`src/rtl/ili_spi_tx.sv`:
```
// SPI mode-0 byte transmitter for the ILI display link.
// Bit timing comes from rising edges of tick_src, detected in the clk domain.
module ili_spi_tx #(
  parameter int DATA_W     = 8,
  parameter int IDLE_TICKS = 1
) (
  input  logic              clk,
  input  logic              rst,
  input  logic              tick_src,
  input  logic              in_valid,
  input  logic              in_dc,
  input  logic [DATA_W-1:0] in_data,
  output logic              in_ready,
  output logic              spi_cs_n,
  output logic              spi_sck,
  output logic              spi_mosi,
  output logic              spi_dc,
  output logic              done
);

  localparam int BW = (DATA_W > 1) ? $clog2(DATA_W) : 1;
  localparam int GW = (IDLE_TICKS > 1) ? $clog2(IDLE_TICKS) : 1;

  typedef enum logic [1:0] {S_IDLE, S_LOW, S_HIGH, S_GAP} state_t;

  state_t            state_q, state_d;
  logic              tick_q, tick;
  logic [DATA_W-1:0] sr_q, sr_d;
  logic [BW-1:0]     bit_cnt_q, bit_cnt_d;
  logic [GW-1:0]     gap_cnt_q, gap_cnt_d;
  logic              ready_d, cs_n_d, sck_d, mosi_d, dc_d, done_d;

  assign tick = tick_src & ~tick_q;

  always_ff @(posedge clk) begin
    if (!rst) begin
      state_q   <= S_IDLE;
      tick_q    <= 1'b0;
      sr_q      <= '0;
      bit_cnt_q <= '0;
      gap_cnt_q <= '0;
      in_ready  <= 1'b1;
      spi_cs_n  <= 1'b1;
      spi_sck   <= 1'b0;
      spi_mosi  <= 1'b0;
      spi_dc    <= 1'b0;
      done      <= 1'b0;
    end else begin
      state_q   <= state_d;
      tick_q    <= tick_src;
      sr_q      <= sr_d;
      bit_cnt_q <= bit_cnt_d;
      gap_cnt_q <= gap_cnt_d;
      in_ready  <= ready_d;
      spi_cs_n  <= cs_n_d;
      spi_sck   <= sck_d;
      spi_mosi  <= mosi_d;
      spi_dc    <= dc_d;
      done      <= done_d;
    end
  end

  // Outputs are computed one cycle ahead so every pin comes straight from a flop.
  always_comb begin
    state_d   = state_q;
    sr_d      = sr_q;
    bit_cnt_d = bit_cnt_q;
    gap_cnt_d = gap_cnt_q;
    ready_d   = in_ready;
    cs_n_d    = spi_cs_n;
    sck_d     = spi_sck;
    mosi_d    = spi_mosi;
    dc_d      = spi_dc;
    done_d    = 1'b0;
    case (state_q)
      S_IDLE: begin
        if (in_valid && in_ready) begin
          sr_d      = in_data;
          dc_d      = in_dc;
          bit_cnt_d = BW'(DATA_W - 1);
          mosi_d    = in_data[DATA_W-1];
          cs_n_d    = 1'b0;
          ready_d   = 1'b0;
          state_d   = S_LOW;
        end
      end
      S_LOW: begin
        if (tick) begin
          sck_d   = 1'b1;
          state_d = S_HIGH;
        end
      end
      S_HIGH: begin
        if (tick) begin
          sck_d = 1'b0;
          if (bit_cnt_q == '0) begin
            cs_n_d    = 1'b1;
            done_d    = 1'b1;
            gap_cnt_d = GW'(IDLE_TICKS - 1);
            state_d   = S_GAP;
          end else begin
            sr_d      = sr_q << 1;
            mosi_d    = sr_q[DATA_W-2];
            bit_cnt_d = bit_cnt_q - BW'(1);
            state_d   = S_LOW;
          end
        end
      end
      S_GAP: begin
        if (tick) begin
          if (gap_cnt_q == '0) begin
            ready_d = 1'b1;
            state_d = S_IDLE;
          end else begin
            gap_cnt_d = gap_cnt_q - GW'(1);
          end
        end
      end
      default: state_d = S_IDLE;
    endcase
  end

endmodule

```
`config.mk`:
```
export PLATFORM = sky130hd
export DESIGN_NAME = ili_spi_tx
export DESIGN_NICKNAME = d
export VERILOG_FILES = /design/src/rtl/ili_spi_tx.sv
export SDC_FILE = /design/constraint.sdc
export NUM_CORES = 1
export LEC_CHECK = 0
export CELL_PAD_IN_SITES_DETAIL_PLACEMENT = 1
export CELL_PAD_IN_SITES_GLOBAL_PLACEMENT = 1
export CORE_AREA = 2 2 48 68
export CTS_CLUSTER_DIAMETER = 120
export CTS_CLUSTER_SIZE = 24
export DETAILED_ROUTE_END_ITERATION = 7
export DIE_AREA = 0 0 50 70
export HOLD_SLACK_MARGIN = 0.05
export PLACE_DENSITY_LB_ADDON = 0.15
export SLEW_MARGIN = 20
export SYNTH_ARGS = -nofsm -noshare
export SYNTH_HDL_FRONTEND = slang
export SYNTH_SLANG_ARGS = --single-unit
```
`constraint.sdc`:
```
create_clock -name clk -period 2.14 [get_ports clk]
set_input_delay 0.214 -clock clk [delete_from_list [all_inputs] [get_ports clk]]
set_output_delay 0.214 -clock clk [all_outputs]
set_load 0.02 [all_outputs]
```
==> results of run 1 <==
cell usage in the layout (no fill, tap or decap), drive strengths merged:
master	count
a211oi	15
a21o	1
a21oi	7
a221o	1
and2	1
and3	1
and3b	1
and4bb	2
clkbuf	4
clkdlybuf4s50	18
dfxtp	19
ha	2
inv	6
mux2i	7
nand2	3
nand2b	3
nand3	3
nand4bb	1
nor2	2
nor3	1
o211a	1
o21ai	2
o21bai	1
o311a	2
o311ai	1
sequential cells by signal (all words and copies together) (netlist names):
signal and flops:
state_q 2, bit_cnt_q 3, spi_dc 1, spi_cs_n 1
tick_q 1, spi_mosi 1, sr_q 7, in_ready 1
spi_sck 1, done 1
worst paths after layout:
path | startpoint | to | slack, ns | depth (start not counted)
worst max-delay path | bit_cnt_q[0] | sr_q[5] | 0.45 | 6
worst min-delay path | spi_dc | spi_dc | 0.46 | 2
worst max register to register | bit_cnt_q[0] | sr_q[5] | 0.45 | 6
worst min register to register | spi_dc | spi_dc | 0.46 | 2
worst register-to-register path, stage by stage (launching register included):
cell	delay, ns
dfxtp_1	0.36
inv_1	0.05
ha_1	0.19
ha_1	0.24
inv_1	0.37
a21o_4	0.27
a211oi_2	0.08
through the flow:
step	util	std cells
after floorplan	-	88
after global placement	0.385	140
after detailed placement	0.385	140
after CTS	0.400	144
after global routing	0.400	144
final	0.400	144
report_power, final:
| group | switching [mW] | internal [mW] |
|---|---|---|
| Combinational | 0.115 | 0.109 |
| Clock | 0.121 | 0.132 |
| Sequential | 0.0265 | 0.390 |
| Total | 0.263 | 0.631 |
per-layer routing:
metal	up-vias	global-route usage	share of wire
met5	-	0	0
met4	0	0.0648	0.017
met3	4	0.0192	0.028
met2	12	0.224	0.54
met1	354	0.147	0.42
li1	365	-	-
kinds of logic (layout without fill, tap and decap cells):
kind of cell | after synthesis | after routing | share of synthesized area
AOI/OAI and AO/OA | 31 | 31 | 0.304
DFF | 19 | 19 | 0.393
and+or+nand+nor | 18 | 18 | 0.128
buffers and inverters | 11 | 28 | 0.0763
muxes | 7 | 7 | 0.0724
adders and majority gates | 2 | 2 | 0.0259
layout make-up:
type	instances	area, um^2
Clock buffer	4	45.0
Fill cell	329	1780
Tap cell	39	48.8
Multi-Input combinational cell	58	513
Sequential cell	19	380
Timing Repair Buffer	18	180
Inverter	6	22.5
==> flow_metrics.py, run 1 <==
metrics = {
    "run_status": {
        "status": "completed",
    },
    "synthesis": {
        "synth_cells": 88,
        "synthTopCellsByCount": "dfxtp_1 (19), a211oi_2 (13), a21oi_1 (7), mux2i_1 (7), inv_1 (6)",
        "synth_edf_count": 0,
        "async_flop_share": 0,
        "synth-seq-cells": 19,
        "synth_top_area_frac": 0.393,
        "syn_area_per_cell_um2": 11.0,
        "synth_fp_nets": 103,
        "synth-seq-area-share": 0.393,
        "post-synth-top-count-cell": "dfxtp_1",
        "synth_ff_type": "dfxtp_1",
        "synth_area_leaders": "dfxtp_1 (39%), a211oi_2 (17%), mux2i_1 (7.2%)",
        "yosysTopAreaCell": "dfxtp_1",
        "syn-cell-area_um2": 967,
        "synth_cell_type_count": 29,
        "ys.warnings.count": 0,
    },
    "clock_tree": {
        "clock_sinks": 19,
        "cts_resized": 0,
        "cts_tree": "built",
        "cts_setup_buffers": 0,
        "clk_path_buf_depth": 2,
        "cts_max_level": 1,
        "cts_buffers": 3,
        "clock_latency_ns": 0.26,
        "clock-root-buffer": "clkbuf_8",
        "cts.reportedPaths.clkPinSlew_ns": 0.08,
        "ctsHoldBuffers": 0,
    },
    "layout": {
        "diodes": 0,
        "nNetsFinal": 121,
        "syn_to_final_growth_pct": 23.0,
        "postLayoutCellArea_um2": 1190,
        "drive_above_1_share": 0.190,
    },
    "power": {
        "power.total_mw": 0.894,
        "p_leak_nw": 0.465,
        "p_per_area_nw_per_um2": 751,
        "peakVddDrop_uv": 369,
    },
    "setup_path": {
        "worstPathRequired_ns": 2.26,
        "critical_path_class": "reg2reg",
        "startpoint_type": "register",
        "max_stage_delay_ns": 0.37,
        "critical_path.max_fanout": 11,
        "crit_arrival_ns": 1.81,
        "slowest_stage": "inv_1",
        "crit_path_cell_trace": "inv_1 > ha_1 > ha_1 > inv_1 > a21o_4 > a211oi_2",
        "end_kind": "register",
        "crit_family": "adder cells",
        "cp_num_buf_inv": 2,
    },
    "drt": {
        "totalWireLength_mm": 2.05,
        "firstDrtPassIters": 4,
        "ant_nets": 0,
        "vias_per_cell": 5.10,
        "vias": 735,
        "wl_per_cell_um": 14.2,
        "drtIter0Drc": 3,
        "remaining_drc_errors": 0,
    },
    "global_routing": {
        "antenna_found_initial": 0,
        "grt_max_degree": 15,
        "grt_usage": 0.128,
        "overflow": 0,
        "grt_pass1_wl_mm": 3.44,
        "grt_pass1_vias": 781,
    },
    "timing": {
        "fin_crit_ns": 1.69,
        "grt_setup_unrepaired": "false",
        "finalSetupViolCount": 0,
        "hold_violations": 0,
        "fin_ws_ns": 0.451,
        "holdWs_ns": 0.464,
        "worst_pin_slew_ns": 0.524,
        "max_slew_margin": 0.650,
        "tns_ns": 0,
        "max_freq_mhz": 592,
        "period_share": 0.789,
        "slew_viol_final": 0,
        "final.setup_skew_ns": 0.00669,
    },
    "floorplanning": {
        "core_um2": 2970,
        "initial_core_util": 0.325,
        "die_h_um": 70,
        "row_count": 24,
        "die_area_um2": 3500,
        "die_w_um": 50,
        "num_io_pins": 19,
    },
    "placed_design": {
        "port-buffer-count": 18,
        "dp_hpwl_mm": 1.53,
        "gp_congestion": 0.662,
        "pre_cts_ws_ns": 0.460,
        "dpl_cell_area_um2": 1140,
    },
    "min_path": {
        "min-delay-path-class": "reg2reg",
    },
    "flow_run": {
        "cap_viol_max_count": 0,
    },
}
No activity file was read; power rests on OpenSTA's default activity.
==> inputs of run 2 (changes only) <==
clock period = 1.71 ns   (was 2.14 ns; I/O delays follow)
==> run 2 against run 1 <==
  * Count of clock-buffer cells in the layout down 1
  * Total power rose by 28%
  * Sequential power increased by 25%
==> flow_metrics.py, run 2 (synthesis gave the netlist of run 1 again) <==
metrics = {
    "placed_design": {
        "port-buffer-count": 18,
        "dp_hpwl_mm": 1.64,
        "gp_congestion": 0.705,
        "pre_cts_ws_ns": 0.170,
        "dpl_cell_area_um2": 1190,
    },
    "timing": {
        "slew_viol_final": 0,
        "worst_pin_slew_ns": 0.308,
        "hold_violations": 0,
        "finalSetupViolCount": 0,
        "max_slew_margin": 0.792,
        "tns_ns": 0,
        "period_share": 0.892,
        "final.setup_skew_ns": 0.00286,
        "fin_ws_ns": 0.185,
        "max_freq_mhz": 656,
        "grt_setup_unrepaired": "false",
        "fin_crit_ns": 1.52,
    },
    "power": {
        "peakVddDrop_uv": 509,
        "p_per_area_nw_per_um2": 923,
        "p_leak_nw": 0.495,
    },
    "global_routing": {
        "use_met3": 0.0128,
        "gr-usage-met2": 0.227,
        "grt_usage": 0.130,
        "use_met1": 0.155,
        "antenna_found_initial": 0,
        "grt_pass1_wl_mm": 3.51,
        "grt_pass1_vias": 762,
        "grt-busiest-layer": "met2",
        "overflow": 0,
        "grt_max_degree": 15,
    },
    "setup_path": {
        "r2r-start": "bit_cnt_q[0]",
        "critical_path.max_fanout": 6,
        "end_kind": "register",
        "critical_path_class": "reg2reg",
        "worstPathRequired_ns": 1.85,
        "worstReg2RegEnd": "sr_q[2]",
        "crit_arrival_ns": 1.67,
        "setup.reg_to_reg.worst_slack_ns": 0.19,
        "startpoint_type": "register",
        "reg2reg_depth": 7,
    },
    "floorplanning": {
        "die_w_um": 50,
        "initial_core_util": 0.325,
        "num_io_pins": 19,
        "row_count": 24,
        "core_um2": 2970,
        "die_area_um2": 3500,
        "die_h_um": 70,
    },
    "clock_tree": {
        "ctsHoldBuffers": 0,
        "cts_buffers": 3,
        "clock_sinks": 19,
        "cts_setup_buffers": 0,
        "cts_tree": "built",
        "cts_max_level": 1,
        "clock-root-buffer": "clkbuf_8",
        "clock_latency_ns": 0.26,
        "cts.reportedPaths.clkPinSlew_ns": 0.07,
        "cts_resized": 0,
        "clk_path_buf_depth": 2,
    },
    "layout": {
        "postLayoutCellArea_um2": 1240,
        "layout_commonest_cell": "dfxtp_1",
        "nNetsFinal": 127,
        "diodes": 0,
        "drive_above_1_share": 0.243,
        "num-fill-cells": 327,
        "final_cell_mix": "dfxtp_1 (19), clkdlybuf4s50_1 (18), a211oi_2 (13)",
        "largest_register_ffs": 7,
        "syn_to_final_growth_pct": 27.8,
        "regMostFlops": "sr_q",
        "top_regs": "sr_q (7), bit_cnt_q (3), state_q (2)",
    },
    "min_path": {
        "min-delay-path-class": "in2reg",
        "hp-start": "in_dc",
        "worst_hold_path.endpoint": "spi_dc",
        "min_path_cells": 3,
    },
    "drt": {
        "remaining_drc_errors": 0,
        "ant_nets": 0,
        "wl_per_cell_um": 14.2,
        "vias_per_cell": 5.00,
        "vias": 750,
        "firstDrtPassIters": 6,
        "totalWireLength_mm": 2.14,
        "drtIter0Drc": 26,
    },
    "run_status": {
        "status": "completed",
    },
    "flow_run": {
        "cap_viol_max_count": 0,
    },
}
==> run 2: changes by cell type in the layout (fill, tap and decap cells not counted) <==
cell and change:
buf_4 +6, clkbuf_1 -1, clkinv_2 +1
==> run 2: worst max path at each step <==
stage	endpoint	start	slack [ns]
floorplan	sr_q[2]	bit_cnt_q[0]	0.35
global placement	bit_cnt_q[0]	tick_src	0.20
detailed placement	bit_cnt_q[0]	tick_src	0.17
CTS	sr_q[2]	bit_cnt_q[0]	0.18
global route	sr_q[2]	bit_cnt_q[0]	0.07
finish	sr_q[2]	bit_cnt_q[0]	0.19
==> run 2: area by class of cell <==
| cell class | count | area (um^2) | share of cell area |
|---|---|---|---|
| sequential | 19 | 380 | 0.308 |
| timing repair buffer | 24 | 225 | 0.182 |
| clock inverter | 1 | 5.00 | 0.00405 |
| clock buffer | 3 | 41.3 | 0.0334 |
| tap | 39 | 48.8 | 0.0395 |
| multi-input combinational | 58 | 513 | 0.415 |
| inverter | 6 | 22.5 | 0.0182 |
==> run 2: metrics by stage <==
step	instances	util	hold WS, ns	power (mW)
6_report	150	0.416	0.464	1.14
5_1_grt	150	0.416	0.481	1.21
4_1_cts	150	0.416	0.465	1.16
3_5_place_dp	146	0.400	0.463	0.840
3_3_place_gp	146	0.400	0.448	0.831
2_1_floorplan	88	-	0.247	0.739
==> run 2: power by group <==
part	total [mW]	switching, mW	internal [mW]
registers	0.522	0.0344	0.488
clock network	0.316	0.154	0.162
logic	0.303	0.148	0.155
==> run 2: critical path: stages, from the launching register on <==
cell and delay [ns]:
dfxtp_1 0.33, inv_1 0.06, ha_1 0.14, ha_1 0.27, inv_1 0.11, buf_4 0.17
a211oi_1 0.26, a211oi_2 0.07
==> run 2: routing by layer <==
layer	wire, um	vias up
met1	912	355
met4	44	0
met3	45	4
li1	-	377
met5	0	-
met2	1130	14
==> inputs of run 3 (changes only) <==
CAP_MARGIN = 20   (was unset)
==> results of run 3 <==
The final DEF is identical to that of run 2; final timing and power are the same.
